<file path="config.mk">
export PLATFORM = sky130hd
export DESIGN_NAME = dmem_responder_flat
export DESIGN_NICKNAME = d
export VERILOG_FILES = /design/src/rtl/dmem_pkg.sv /design/src/rtl/dmem_responder_if.sv /design/src/rtl/dmem_fwd_reg.sv /design/src/rtl/dmem_responder.sv /design/src/flat_wrapper.sv
export SDC_FILE = /design/constraint.sdc
export NUM_CORES = 1
export LEC_CHECK = 0
export BUFFER_PORTS_ARGS = -buffer_cell sky130_fd_sc_hd__buf_2
export CAP_MARGIN = 25
export CORE_MARGIN = 1.5
export CORE_UTILIZATION = 39
export DETAILED_ROUTE_END_ITERATION = 7
export HOLD_SLACK_MARGIN = 0.06
export PLACE_DENSITY = 0.84
export REMOVE_ABC_BUFFERS = 1
export SKIP_CTS_REPAIR_TIMING = 1
export SYNTH_ARGS = -nofsm -noshare
export SYNTH_HDL_FRONTEND = slang
export SYNTH_SLANG_ARGS = --single-unit
</file>
<file path="constraint.sdc">
create_clock -name clk -period 1.8 [get_ports clk]
set_clock_uncertainty 0.1 [all_clocks]
set_input_delay 0.36 -clock clk [delete_from_list [all_inputs] [get_ports clk]]
set_output_delay 0.36 -clock clk [all_outputs]
set_load 0.005 [all_outputs]
</file>
<file path="src/rtl/dmem_pkg.sv">
// Shared types and constants for the data-memory responder.
// Op and state encodings plus exec-side opcode constants.
package dmem_pkg;

  typedef enum logic [1:0] {
    OP_NONE  = 2'b00,
    OP_LOAD  = 2'b01,
    OP_STORE = 2'b10
  } op_e;

  typedef enum logic [1:0] {
    S_IDLE,
    S_WAIT,
    S_RESP
  } state_e;

  localparam logic [5:0] OPC_LOAD  = 6'b010000;
  localparam logic [5:0] OPC_STORE = 6'b010001;

  localparam int CNT_W = 3;

  function automatic op_e decode_op(
    input logic [1:0] raw
  );
    unique case (raw)
      2'b01:   return OP_LOAD;
      2'b10:   return OP_STORE;
      default: return OP_NONE;
    endcase
  endfunction

endpackage

</file>
<file path="src/rtl/dmem_responder_if.sv">
// Exec-to-memory request bus plus the writeback result strobe.
// master = exec/writeback side, slave = dmem_responder.
interface dmem_responder_if #(
    parameter int DATA_W = 32,
    parameter int RT_W   = 5
);
    logic              req_valid;
    logic              req_ready;
    logic [1:0]        req_op;
    logic [31:0]       req_addr;
    logic [DATA_W-1:0] req_wdata;
    logic [RT_W-1:0]   req_rt;
    logic              memory_used;
    logic              wb_valid;
    logic [DATA_W-1:0] wb_tdata;
    logic [RT_W-1:0]   wb_rt;
    logic              wb_rt_flag;

    modport master (
        output req_valid, req_op, req_addr,
        output req_wdata, req_rt,
        input  req_ready, memory_used,
        input  wb_valid, wb_tdata, wb_rt, wb_rt_flag
    );

    modport slave (
        input  req_valid, req_op, req_addr,
        input  req_wdata, req_rt,
        output req_ready, memory_used,
        output wb_valid, wb_tdata, wb_rt, wb_rt_flag
    );
endinterface

</file>
<file path="src/rtl/dmem_fwd_reg.sv">
// Last-store register with load-address compare.
// Lets a read-first BRAM still return freshly stored data.
module dmem_fwd_reg
    import dmem_pkg::*;
#(
    parameter int ADDR_W = 15,
    parameter int DATA_W = 32
) (
    input  logic              clk,
    input  logic              rstn,
    input  logic              st_en,
    input  logic [ADDR_W-1:0] st_addr,
    input  logic [DATA_W-1:0] st_data,
    input  logic [ADDR_W-1:0] ld_addr,
    output logic              hit,
    output logic [DATA_W-1:0] data
);
    logic              valid_q;
    logic [ADDR_W-1:0] addr_q;
    logic [DATA_W-1:0] data_q;

    always_ff @(posedge clk or negedge rstn) begin
        if (!rstn) begin
            valid_q <= 1'b0;
            addr_q  <= '0;
            data_q  <= '0;
        end else if (st_en) begin
            valid_q <= 1'b1;
            addr_q  <= st_addr;
            data_q  <= st_data;
        end
    end

    assign hit  = valid_q && (addr_q == ld_addr);
    assign data = data_q;
endmodule

</file>
<file path="src/rtl/dmem_responder.sv">
// Load/Store responder driving a synchronous BRAM port.
// Optional MEM_RAW_FWD_EN: forward last store to a matching load.
module dmem_responder
    import dmem_pkg::*;
#(
    parameter int ADDR_W = 15,
    parameter int DATA_W = 32,
    parameter int RT_W   = 5,
    parameter int RD_LAT = 2
) (
    input  logic              clk,
    input  logic              rstn,
    dmem_responder_if.slave   bus,
    output logic              bram_en,
    output logic              bram_we,
    output logic [ADDR_W-1:0] bram_addr,
    output logic [DATA_W-1:0] bram_din,
    input  logic [DATA_W-1:0] bram_dout
);
    state_e            state_q, state_d;
    logic [CNT_W-1:0]  cnt_q, cnt_d;
    op_e               op;
    logic              accept, ld_acc, st_acc, nop_acc;
    logic              capture;
    logic              mem_used_q, wb_valid_q;
    logic [DATA_W-1:0] wb_tdata_q, ld_data;
    logic [RT_W-1:0]   wb_rt_q, rt_q;
    logic [7:0]        unsupported_cnt;
    logic              unused_addr_hi;

    assign op      = decode_op(bus.req_op);
    assign accept  = bus.req_valid && bus.req_ready;
    assign ld_acc  = accept && (op == OP_LOAD);
    assign st_acc  = accept && (op == OP_STORE);
    assign nop_acc = accept && (op == OP_NONE);
    assign capture = (state_q == S_WAIT) && (cnt_q == CNT_W'(1));

    assign bram_en   = ld_acc || st_acc;
    assign bram_we   = st_acc;
    assign bram_addr = bus.req_addr[ADDR_W-1:0];
    assign bram_din  = bus.req_wdata;
    assign unused_addr_hi = ^bus.req_addr[31:ADDR_W];

    assign bus.req_ready   = (state_q != S_WAIT);
    assign bus.memory_used = mem_used_q;
    assign bus.wb_valid    = wb_valid_q;
    assign bus.wb_rt_flag  = wb_valid_q;
    assign bus.wb_tdata    = wb_tdata_q;
    assign bus.wb_rt       = wb_rt_q;

`ifdef MEM_RAW_FWD_EN
    logic              fwd_hit, hit_q;
    logic [DATA_W-1:0] fwd_data, fwd_q;

    dmem_fwd_reg #(
        .ADDR_W (ADDR_W),
        .DATA_W (DATA_W)
    ) u_fwd (
        .clk     (clk),
        .rstn    (rstn),
        .st_en   (st_acc),
        .st_addr (bram_addr),
        .st_data (bus.req_wdata),
        .ld_addr (bram_addr),
        .hit     (fwd_hit),
        .data    (fwd_data)
    );

    always_ff @(posedge clk or negedge rstn) begin
        if (!rstn) begin
            hit_q <= 1'b0;
            fwd_q <= '0;
        end else if (ld_acc) begin
            hit_q <= fwd_hit;
            fwd_q <= fwd_data;
        end
    end

    assign ld_data = hit_q ? fwd_q : bram_dout;
`else
    assign ld_data = bram_dout;
`endif

    always_comb begin
        state_d = state_q;
        cnt_d   = cnt_q;
        unique case (state_q)
            S_IDLE, S_RESP: begin
                if (ld_acc) begin
                    state_d = S_WAIT;
                    cnt_d   = CNT_W'(RD_LAT);
                end else begin
                    state_d = S_IDLE;
                end
            end
            S_WAIT: begin
                cnt_d = cnt_q - CNT_W'(1);
                if (capture) state_d = S_RESP;
            end
            default: state_d = S_IDLE;
        endcase
    end

    always_ff @(posedge clk or negedge rstn) begin
        if (!rstn) begin
            state_q    <= S_IDLE;
            cnt_q      <= '0;
            mem_used_q <= 1'b0;
            wb_valid_q <= 1'b0;
            wb_tdata_q <= '0;
            wb_rt_q    <= '0;
            rt_q       <= '0;
        end else begin
            state_q    <= state_d;
            cnt_q      <= cnt_d;
            mem_used_q <= (state_d != S_IDLE);
            wb_valid_q <= capture;
            if (ld_acc) rt_q <= bus.req_rt;
            if (capture) begin
                wb_tdata_q <= ld_data;
                wb_rt_q    <= rt_q;
            end
        end
    end

    // Debug-only count of no-op requests, saturates at 255.
    always_ff @(posedge clk or negedge rstn) begin
        if (!rstn) begin
            unsupported_cnt <= '0;
        end else if (nop_acc && unsupported_cnt != 8'hFF) begin
            unsupported_cnt <= unsupported_cnt + 8'd1;
        end
    end
endmodule
</file>
<file path="src/flat_wrapper.sv">
// flat-port wrapper written by rule: the top's interface ports become plain ports
module dmem_responder_flat import dmem_pkg::*;
#(
    parameter int ADDR_W = 15,
    parameter int DATA_W = 32,
    parameter int RT_W   = 5,
    parameter int RD_LAT = 2
)
  (clk, rstn, bram_en, bram_we, bram_addr, bram_din, bram_dout, bus_req_valid, bus_req_op, bus_req_addr, bus_req_wdata, bus_req_rt, bus_req_ready, bus_memory_used, bus_wb_valid, bus_wb_tdata, bus_wb_rt, bus_wb_rt_flag);
  dmem_responder_if #(.DATA_W(DATA_W), .RT_W(RT_W)) bus_i ();
  input  logic clk;
  input  logic rstn;
  output logic bram_en;
  output logic bram_we;
  output logic [ADDR_W-1:0] bram_addr;
  output logic [DATA_W-1:0] bram_din;
  input  logic [DATA_W-1:0] bram_dout;
  input wire logic [$bits(bus_i.req_valid)-1:0] bus_req_valid;
  input wire logic [$bits(bus_i.req_op)-1:0] bus_req_op;
  input wire logic [$bits(bus_i.req_addr)-1:0] bus_req_addr;
  input wire logic [$bits(bus_i.req_wdata)-1:0] bus_req_wdata;
  input wire logic [$bits(bus_i.req_rt)-1:0] bus_req_rt;
  output wire logic [$bits(bus_i.req_ready)-1:0] bus_req_ready;
  output wire logic [$bits(bus_i.memory_used)-1:0] bus_memory_used;
  output wire logic [$bits(bus_i.wb_valid)-1:0] bus_wb_valid;
  output wire logic [$bits(bus_i.wb_tdata)-1:0] bus_wb_tdata;
  output wire logic [$bits(bus_i.wb_rt)-1:0] bus_wb_rt;
  output wire logic [$bits(bus_i.wb_rt_flag)-1:0] bus_wb_rt_flag;
  assign bus_i.req_valid = bus_req_valid;
  assign bus_i.req_op = bus_req_op;
  assign bus_i.req_addr = bus_req_addr;
  assign bus_i.req_wdata = bus_req_wdata;
  assign bus_i.req_rt = bus_req_rt;
  assign bus_req_ready = bus_i.req_ready;
  assign bus_memory_used = bus_i.memory_used;
  assign bus_wb_valid = bus_i.wb_valid;
  assign bus_wb_tdata = bus_i.wb_tdata;
  assign bus_wb_rt = bus_i.wb_rt;
  assign bus_wb_rt_flag = bus_i.wb_rt_flag;
  dmem_responder #(.ADDR_W(ADDR_W), .DATA_W(DATA_W), .RT_W(RT_W), .RD_LAT(RD_LAT)) u_core (.clk(clk), .rstn(rstn), .bus(bus_i), .bram_en(bram_en), .bram_we(bram_we), .bram_addr(bram_addr), .bram_din(bram_din), .bram_dout(bram_dout));
endmodule
</file>
==> impl_metrics.ini <==
[finish]
area_delta_synth_final_pct = 18.8
diodes = 0
drive_gt1_frac = 0.705
nNetsFinal = 327
final_cell_area_um2 = 2820

[die]
rows = 28
fp.dieW_um = 81.1
dieArea_um2 = 6570
core_area_um2 = 5890
ios = 196
initial_utilization = 0.404
die_y_um = 81.1

[clock_tree]
root_buffer = clkbuf_8
clock_latency_ns = 0.30
cts_max_level = 2
clkSinkCount = 49
clk_path_buf_depth = 2
cts_tree = done
cts_buffers = 5
cts.clk_slew.worst_paths_ns = 0.10

[sta]
hold_viol = 0
finalWorstPathRequiredPeriod_ns = 1.75
final-max-slew-violation-count = 0
setup_viol = 0
max_freq_ghz = 0.571
worstMarginPinSlew_ns = 0.455
fin_crit_sh = 0.973
tns_ns = 0
max_slew_margin = 0.697

[detailed_routing]
post_drt_wl_per_cell_um = 29.7
num_vias = 1488
drcViolationCount = 0
ant_nets = 0
viasPerCell = 5.04
drtPass1Iterations = 4
wl_um = 8770
drtIter0Drc = 62

[flow_run]
maxCapViolations = 0

[power]
power_density_nw_per_um2 = 1600
total_power_mw = 4.52
irDropWorstVdd_mv = 0.721
p_leak_nw = 1.38

[critical_path]
worstPathArrival_ns = 1.84
startpoint = u_core.cnt_q[1]
worstPathMaxFanout = 8
required_ns = 1.89
worstReg2RegStart = u_core.cnt_q[1]
cp-end-kind = flip-flop
critPathKind = flip-flop to flip-flop
critPathLaunchType = flip-flop

[placement]
placed_cell_area_um2 = 2520
portBuffers = 84
place_hpwl_um = 7150
gp_congestion = 0.733

[logic_synthesis]
syn_area_per_cell_um2 = 14.1
synth-seq-cells = 49
synth.distinct_cells = 22
syn_area_um2 = 2380
yosysWarnings = 0
postSynthCellCount = 168
yosysSeqAreaShare = 0.516

[global_route]
antenna_found_initial = 0
grt_max_degree = 33
grt_pass1_wl_um = 11000
overflow = 0
first_global_vias = 1470
grt_use_total = 0.260

[worst_hold_path]
hold_path.class = input port to flip-flop
hp-start = bus_req_rt[4]

[run_status]
status = complete, no violations
stage by stage:
stage,setup WS (ns),util,std cells,hold WS (ns)
6_report,0.0490,0.480,295,0.180
3_3_place_gp,0.0712,0.428,278,0.215
2_1_floorplan,-0.320,-,115,-0.0356
4_1_cts,-0.151,0.444,286,-0.111
3_5_place_dp,0.0249,0.428,278,0.229
5_1_grt,-0.00669,0.480,295,0.173
synthesized netlist by cell type (all sizes together):
| cell type | n | area (µm²) |
|---|---|---|
| buf | 53 | 427 |
| dfrtp | 49 | 1230 |
| mux2 | 42 | 544 |
| inv | 3 | 11.3 |
| nor2b | 3 | 28.8 |
| o21ai | 3 | 15.0 |
| ha | 2 | 25.0 |
| nand2 | 2 | 7.51 |
| nand3 | 2 | 10.0 |
| nor2 | 2 | 7.51 |
| a31oi | 1 | 6.26 |
| nand2b | 1 | 8.76 |
| nand3b | 1 | 7.51 |
| nand4b | 1 | 23.8 |
| nand4bb | 1 | 11.3 |
| nor3b | 1 | 7.51 |
| xnor2 | 1 | 8.76 |
logic make-up (layout without fill, tap and decap cells):
kind of cell / after synthesis / after routing / synth area share
xor gates and xnor gates: 1 / 1 / 0.00369
and+or+nand+nor: 14 / 14 / 0.0474
muxes: 42 / 42 / 0.229
DFF: 49 / 49 / 0.516
AOI/OAI and AO/OA: 4 / 4 / 0.00895
adders and majority gates: 2 / 2 / 0.0105
buffers and inverters: 56 / 108 / 0.184
power by group:
group / leakage, nW / internal (mW) / total [mW] / switching [mW]
Clock: 0.0423 / 0.283 / 0.686 / 0.403
Sequential: 0.582 / 1.64 / 1.96 / 0.316
Combinational: 0.760 / 1.18 / 1.87 / 0.689
state kept, by name, indices dropped and copies added (netlist names):
register                count
u_core.state_q              2
u_core.rt_q                 5
u_core.bus.wb_rt            5
u_core.bus.wb_rt_flag       1
u_core.cnt_q                3
u_core.bus.wb_tdata        32
u_core.bus.memory_used      1
worst max-delay path, stage by stage, from the launching register on:
cell	delay [ns]
dfrtp_1	0.39
inv_2	0.09
ha_4	0.12
nor2b_4	0.13
nor2b_4	0.21
buf_12	0.15
buf_12	0.12
mux2_2	0.33
layer usage:
metal  wire length (µm)  vias up  global-route usage  part of all wire
li1                   -      612                   -                 -
met1               2170      703               0.183              0.25
met2               4110      157               0.417              0.47
met4                296        4               0.103             0.034
met3               2090       12               0.294              0.24
met5                103        -               0.117             0.012
placed cells by master, fill, tap and decap left out, drive strengths merged:
cell type    count
a31oi            1
buf             93
clkbuf           8
clkinvlp         2
dfrtp           49
dlygate4sd3      1
ha               2
inv              4
mux2            42
nand2            2
nand2b           1
nand3            2
nand3b           1
nand4b           1
nand4bb          1
nor2             2
nor2b            3
nor3b            1
o21ai            3
xnor2            1
worst paths after layout:
kind                            cells after the start                 endpoint  slack, ns
max in group asynchronous                           3          u_core.cnt_q[0]       0.61
worst max-delay path                                7  u_core.bus.wb_tdata[15]       0.05
worst min register to register                      1      u_core.bus.wb_rt[1]       0.40
min in group asynchronous                           2  u_core.bus.wb_tdata[11]       0.44
worst max register to register                      7  u_core.bus.wb_tdata[15]       0.05
worst min-delay path                                2           u_core.rt_q[4]       0.18
final cells by class:
cell class,instances,area [µm²]
fill,548,3060
sequential,49,1230
multi-input combinational,63,768
timing repair buffer,97,627
tap,75,93.8
clock buffer,5,68.8
clock inverter,3,26.3
inverter,3,11.3
(Power assumes the default switching activity.)
